<file path="config.mk">
export PLATFORM = sky130hd
export DESIGN_NAME = mmio_console
export DESIGN_NICKNAME = d
export VERILOG_FILES = /design/src/rtl/mmio_console.sv
export SDC_FILE = /design/constraint.sdc
export NUM_CORES = 1
export LEC_CHECK = 0
export ABC_AREA = 0
export BUFFER_PORTS_ARGS = -buffer_cell sky130_fd_sc_hd__buf_2
export CORE_MARGIN = 3
export CORE_UTILIZATION = 35
export DETAILED_ROUTE_END_ITERATION = 10
export SYNTH_ARGS = -nofsm -noshare
export SYNTH_HDL_FRONTEND = slang
export SYNTH_SLANG_ARGS = --single-unit
</file>
<file path="constraint.sdc">
create_clock -name clk -period 5.3 [get_ports clk]
set_input_delay 0 -clock clk [delete_from_list [all_inputs] [get_ports clk]]
set_output_delay 0 -clock clk [all_outputs]
set_load 0.02 [all_outputs]
</file>
<file path="src/rtl/mmio_console.sv">
// mmio_console: console and exit device on the core's data-memory write port.
// Bytes written to PUTC_ADDR are queued and sent as 8N1 UART frames.
// A write to EXIT_ADDR latches the exit code. exit_req rises once the line has drained.
module mmio_console #(
   parameter logic [31:0] PUTC_ADDR  = 32'h9000001C,
   parameter logic [31:0] EXIT_ADDR  = 32'h9000002C,
   parameter int          FIFO_DEPTH = 16,
   parameter int          CLKDIV     = 868
) (
   input  logic                        clk,
   input  logic                        resetb,
   input  logic                        dmem_wready,
   output logic                        dmem_wvalid,
   input  logic [31:0]                 dmem_waddr,
   input  logic [31:0]                 dmem_wdata,
   input  logic [3:0]                  dmem_wstrb,
   output logic                        mmio_hit,
   output logic                        uart_tx,
   output logic                        tx_busy,
   output logic [$clog2(FIFO_DEPTH):0] fifo_level,
   output logic                        exit_req,
   output logic [31:0]                 exit_code
);

   localparam int AW = $clog2(FIFO_DEPTH);
   localparam int DW = $clog2(CLKDIV);
   localparam logic [DW-1:0] DIV_LAST = DW'(CLKDIV - 1);
   localparam logic [AW:0] DEPTH = FIFO_DEPTH[AW:0];

   typedef enum logic [1:0] {
      S_IDLE,
      S_START,
      S_DATA,
      S_STOP
   } tx_state_t;

   tx_state_t      state;
   logic [DW-1:0]  divcnt;
   logic [2:0]     bitcnt;
   logic [7:0]     shreg;
   logic           exit_pending;
   logic [AW:0]    wr_ptr;
   logic [AW:0]    rd_ptr;
   logic [7:0]     mem [FIFO_DEPTH];
   logic           fifo_full;
   logic           fifo_empty;
   logic           putc_hit;
   logic           exit_hit;
   logic           wr_fire;
   logic           push;
   logic           pop;
   logic           unused_strb;

   // Byte lanes are not used: the PUTC character always comes from lane 0.
   assign unused_strb = ^dmem_wstrb;

   assign putc_hit    = (dmem_waddr == PUTC_ADDR);
   assign exit_hit    = (dmem_waddr == EXIT_ADDR);
   assign mmio_hit    = putc_hit | exit_hit;

   assign fifo_level  = wr_ptr - rd_ptr;
   assign fifo_full   = (fifo_level == DEPTH);
   assign fifo_empty  = (fifo_level == '0);

   // Back-pressure comes only from a full queue. It is based on registered state,
   // so a pop on the same edge does not let an extra write through.
   assign dmem_wvalid = !(putc_hit && fifo_full);
   assign wr_fire     = dmem_wready && dmem_wvalid;
   assign push        = wr_fire && putc_hit && !exit_pending;
   assign pop         = (state == S_IDLE) && !fifo_empty;
   assign tx_busy     = (state != S_IDLE);

   // Character storage. It has no reset because occupancy is tracked by the pointers.
   always_ff @(posedge clk) begin
      if (push) begin
         mem[wr_ptr[AW-1:0]] <= dmem_wdata[7:0];
      end
   end

   // Wrap-around read/write pointers. Each is one bit wider than the address,
   // so that full and empty can be told apart.
   always_ff @(posedge clk or negedge resetb) begin
      if (!resetb) begin
         wr_ptr <= '0;
         rd_ptr <= '0;
      end else begin
         if (push) wr_ptr <= wr_ptr + 1'b1;
         if (pop)  rd_ptr <= rd_ptr + 1'b1;
      end
   end

   // Exit handling: latch the first exit code, then signal once the line is drained.
   always_ff @(posedge clk or negedge resetb) begin
      if (!resetb) begin
         exit_pending <= 1'b0;
         exit_code    <= '0;
         exit_req     <= 1'b0;
      end else begin
         if (wr_fire && exit_hit && !exit_pending) begin
            exit_pending <= 1'b1;
            exit_code    <= dmem_wdata;
         end
         if (exit_pending && fifo_empty && (state == S_IDLE)) begin
            exit_req <= 1'b1;
         end
      end
   end

   // 8N1 serializer. The line is registered and each bit is held for CLKDIV cycles.
   always_ff @(posedge clk or negedge resetb) begin
      if (!resetb) begin
         state   <= S_IDLE;
         divcnt  <= '0;
         bitcnt  <= '0;
         shreg   <= '0;
         uart_tx <= 1'b1;
      end else begin
         case (state)
            S_IDLE: begin
               if (!fifo_empty) begin
                  shreg   <= mem[rd_ptr[AW-1:0]];
                  uart_tx <= 1'b0;
                  divcnt  <= '0;
                  state   <= S_START;
               end
            end
            S_START: begin
               if (divcnt == DIV_LAST) begin
                  divcnt  <= '0;
                  bitcnt  <= '0;
                  uart_tx <= shreg[0];
                  state   <= S_DATA;
               end else begin
                  divcnt <= divcnt + 1'b1;
               end
            end
            S_DATA: begin
               if (divcnt == DIV_LAST) begin
                  divcnt <= '0;
                  if (bitcnt == 3'd7) begin
                     uart_tx <= 1'b1;
                     state   <= S_STOP;
                  end else begin
                     shreg   <= {1'b0, shreg[7:1]};
                     uart_tx <= shreg[1];
                     bitcnt  <= bitcnt + 1'b1;
                  end
               end else begin
                  divcnt <= divcnt + 1'b1;
               end
            end
            S_STOP: begin
               if (divcnt == DIV_LAST) begin
                  divcnt <= '0;
                  state  <= S_IDLE;
               end else begin
                  divcnt <= divcnt + 1'b1;
               end
            end
            default: state <= S_IDLE;
         endcase
      end
   end

endmodule
</file>
Word-level counts from Yosys, hierarchy flattened --
Memory sizes are Yosys's and may differ from the RTL's. Cells that the tools add are included.
Word-level totals: bits in registers 68, memory bits (writable) 128, output and inout bits 42, logic and storage cells 78, memories kept 1
Memory list:
- mem | depth 16, width 8, rd ports 1, clocked after memory_dff 0, wr ports 1, RTL line 44 | logic [7:0] mem [FIFO_DEPTH];
Operators by class: add/subtract/negate cells 5, eq/ne operators 14, mux-type cells 24, bitwise operators 1, reduce and logical (&&, ||, !) cells 23
Operators with widths (number):
- 32-bit equality test, second input constant | 2
- 8-bit 2-to-1 mux | 3
- 10-bit 2-to-1 mux | 2
- 10-bit one-hot mux with 2 select lines | 1
- 8-bit one-hot mux with 2 select lines | 1
- 2-bit != test, second input constant | 6
- 4-bit AND reduction | 3
- 10-bit by 1-bit adder with 10-bit output, second input constant | 1
- 5-bit by 1-bit adder with 5-bit output, second input constant | 2
- 10-bit equality test, second input constant | 1
- 2-bit 2-to-1 mux | 5
- 1-bit logical AND | 9
- 3-bit 2-to-1 mux | 3
- 2-bit one-hot mux with 4 select lines | 1
- 1-bit 2-to-1 mux | 6
- 3-bit one-hot mux with 2 select lines | 1
- 2-bit nonzero test | 3
- 5-bit equality test, second input constant | 1
- 5-bit zero test | 1
- 5-bit AND reduction | 1
- 5-bit subtractor | 1
- 2-bit equality test, second input constant | 2
- 3-bit by 1-bit adder with 3-bit output, second input constant | 1
- 3-bit equality test, second input constant | 1
- 7 further kinds | 9

Depth between registers and ports, before layout --
depth after elaboration 9, depth in mapped cells 10, mapped depth without buffers 9

Worst setup path before layout --
OpenSTA, ideal clock, no wires.
path kind register to register, start reg rd_ptr[1], end mem mem[3][0] (enable), library setup time 0.383 ns, arrival 3.073 ns, slack 1.844 ns, stages on the path, launching flop included 9, buffers on the path 1, cells stage by stage dfrtp_1 -> clkbuf_1 -> clkinv_1 -> fa_1 -> xor2_1 -> and4b_1 -> o22ai_1 -> nand3_1 -> nor3_1
Between the ends: cells in the longest elaborated chain, start to end 9
RTL lines:
- start, declared | RTL line 43 | logic [AW:0] rd_ptr;
- start signal, assigned | RTL line 88 | if (pop) rd_ptr <= rd_ptr + 1'b1;
- 5-bit subtractor | RTL line 61 | assign fifo_level = wr_ptr - rd_ptr;
- net fifo_level[2] | RTL line 20 | output logic [$clog2(FIFO_DEPTH):0] fifo_level,
- 5-bit equality test | RTL line 62 | assign fifo_full = (fifo_level == DEPTH);
- 1-bit logical AND | RTL line 67 | assign dmem_wvalid = !(putc_hit && fifo_full);
- 1-bit zero test | RTL line 67
- 1-bit logical AND | RTL line 68 | assign wr_fire = dmem_wready && dmem_wvalid;
- 1-bit logical AND (2 in series) | RTL line 69 | assign push = wr_fire && putc_hit && !exit_pending;
- 1-bit 2-to-1 mux | RTL line 75 | if (push) begin
- 1-bit 2-to-1 mux (implied by the code) | RTL line 76 | mem[wr_ptr[AW-1:0]] <= dmem_wdata[7:0];
- end, declared | RTL line 44
The timed path passes the listed nets, and every way through them passes these cells.

Worst setup path after layout --
start reg rd_ptr[1], end mem mem[5][2] (enable)
Between the ends: cells in the longest elaborated chain, start to end 9
RTL lines (RTL line):
- 5-bit subtractor | 61
- 5-bit equality test | 62
- 1-bit logical AND | 67
- 1-bit zero test | 67
- 1-bit logical AND | 68
- 1-bit logical AND (2 in series) | 69
- 1-bit 2-to-1 mux | 75
- 1-bit 2-to-1 mux (implied by the code) | 76
No other way between the ends.

==> results_dict.tcl <==
set metrics [dict create \
    crit_fanout 18 \
    setup_violations 0 \
    die-area_mm2 0.02590 \
    end_kind "flop" \
    vdd_drop_max_v 0.0002271 \
    hold_viol 0 \
    maxCapViolations 0 \
    skew_ns 0.009104 \
    synth_area_per_cell_um2 15.28 \
    crit_arrival_ns 4.18 \
    cts_tree "yes" \
    whs_ns 0.006952 \
    power_density_mw_per_mm2 285.2 \
    synth_top_area_share_pct 45.75 \
    cts_hold_buf 31 \
    clk_pin_slew_ns 0.07 \
    drc_errors 0 \
    rsz0062_at_grt "no" \
    fin_setup_tns_ns 0 \
    synthFlopType "edfxtp_1" \
    core_area_mm2 0.02354 \
    cts_num_sinks 196 \
    grtUsageTotal_pct 14.75 \
    drtAntennaViolNets 0 \
    n_antenna_cell 0 \
    period_minus_slack_ns 4.107 \
    clock_latency_ns 0.43 \
    htree_levels 4 \
    worstSetupStartpointType "flop" \
    fin_util_pct 43.13 \
    timing.final.crit_share_pct 77.49 \
    dp.final_hpwl_um 12730 \
    grt_max_degree 69 \
    synthCells 550 \
    start_util_pct 35.69 \
    drt_pre_antenna_iters 4 \
    synth-edff-count 128 \
    required_ns 5.38 \
    io_buffers 108 \
    gp_congestion 0.7931 \
    cts_buffer_depth 2 \
    synthToLayoutAreaGrowth_pct 20.85 \
    yosys_warnings 0 \
    cts_resized 0 \
    r2r_cells 7 \
    synth-async-reset-ratio_pct 34.69 \
    slew_headroom_pct 32.85 \
    cts_setup_buffers 0 \
    cts-buffers-inserted 17 \
    drt-initial-drc-count 325 \
    netlist.top_cell.by_area "edfxtp_1" \
    critPathKind "flop to flop" \
    drive_above_1_share_pct 29.93 \
    synth_area_leaders "edfxtp_1 (46%), dfrtp_1 (20%), mux2_2 (5.4%)" \
    die_h_um 160.9 \
    cts_root_buf "clkbuf_16" \
    grt_pass1_wl_um 29700 \
    grt_overflow 0 \
    vias 5145 \
    io-pin-count 113 \
    clock.fmax_mhz 243.5 \
    fp.dieW_um 160.9 \
    synthDistinctLibCells 52 \
    nNetsFinal 780 \
    maxSlewViolCount 0 \
    rows 56 \
    synthTopCellsByCount "edfxtp_1 (128), dfrtp_1 (67), mux2_2 (40)" \
    synth_seq_cells 196 \
    min_path_cells 1 \
    worstHoldPathType "input pin to flop" \
    synth_seq_area_share_pct 66.02 \
    wl_per_cell_um 18.09 \
    drt_wl_total_um 18520 \
    syn-num-nets 638 \
    synth_most_common_cell "edfxtp_1" \
    power_leakage_nw 4.281 \
    viasPerCell 5.024 \
    status "complete, no violations" \
    grt_pass1_vias 5466 \
    tightest_slew_ns 1.007 \
    antenna_found_initial 0 \
    mappedNetlistArea_mm2 0.008402 \
]
## per-layer routing
layer	part of all wire, %	routed length (um)	GRT usage [%]	vias to the layer above
met5	0	0	0	-
met4	2.0	367	5.123	0
met3	4.5	828	3.044	21
met2	53	9755	26.15	139
met1	41	7570	17.91	2576
li1	-	-	-	2409
## layout make-up
class / instances / area (um^2)
fill: 2147 / 13390
sequential: 196 / 5548
multi-input combinational: 320 / 2721
timing repair buffer: 144 / 888.4
clock buffer: 17 / 425.4
tap: 319 / 399.1
clock inverter: 15 / 122.6
inverter: 13 / 48.80
## worst max-delay path, stage by stage, from the launching register on
cell	delay, ns
dfrtp_1	0.76
clkinv_1	0.45
fa_1	0.54
xor2_1	0.27
and4b_1	0.26
o22ai_1	0.43
and2_1	0.51
and3_1	0.53
## cells by family after synthesis
group	count (synthesis)	share of synthesized area (%)
AO/OA/AOI/OAI	77	6.329
XOR/XNOR	14	1.459
adder cells (fa/ha/maj)	17	2.621
buffers and inverters	34	1.653
flip-flops	196	66.02
multiplexers	88	13.73
AND/OR/NAND/NOR	124	8.191
## where the power goes
group	internal, W	total [W]	switching (W)
logic	0.0000342	0.0000736	0.0000394
clock network	0.000613	0.00119	0.000579
registers	0.00163	0.00163	0.00000000000213
total	0.00228	0.00290	0.000619
## layout by cell type (no fill, tap or decap), types with 14 or more instances in the layout
| cell | count |
|---|---|
| edfxtp_1 | 128 |
| dlygate4sd3_1 | 31 |
| ha_1 | 16 |
| mux2i_1 | 29 |
| o21ai_0 | 20 |
| clkbuf_16 | 17 |
| dfrtp_1 | 66 |
| o22ai_1 | 14 |
| buf_2 | 108 |
| mux2_2 | 40 |
| nand2_1 | 25 |
| and3_1 | 24 |
| mux4_2 | 17 |
## path summary, 6_finish.rpt
path	end	startpoint	slack (ns)
worst max-delay path	mem[5][2]$_DFFE_PP_	rd_ptr[1]$_DFFE_PN0P_	1.19
max in group asynchronous	rd_ptr[0]$_DFFE_PN0P_	resetb	4.35
min in group asynchronous	exit_code[6]$_DFFE_PN0P_	resetb	0.28
worst min register to register	exit_req$_DFFE_PN0P_	exit_req$_DFFE_PN0P_	0.46
worst min-delay path	mem[13][6]$_DFFE_PP_	dmem_wdata[6]	0.007
worst max register to register	mem[5][2]$_DFFE_PP_	rd_ptr[1]$_DFFE_PN0P_	1.19
## per-stage QoR
stage	instance area, um^2	power (W)	instances	setup slack, ns
after global placement	9295	0.001718	961	1.330
final	10150	0.002896	1024	1.193
after floorplan	8402	0.001667	550	1.844
after global routing	10150	0.003000	1024	0.9595
after detailed placement	9295	0.001720	961	1.211
after CTS	10150	0.002924	1024	1.202
## registers in the layout, indices dropped and copies added, names as in the netlist, 2 cells and up
register	count
state	2
mem	128
divcnt	10
bitcnt	3
rd_ptr	5
shreg	8
wr_ptr	5
exit_code	32
Note: power is estimated with default switching activity, not from simulation.
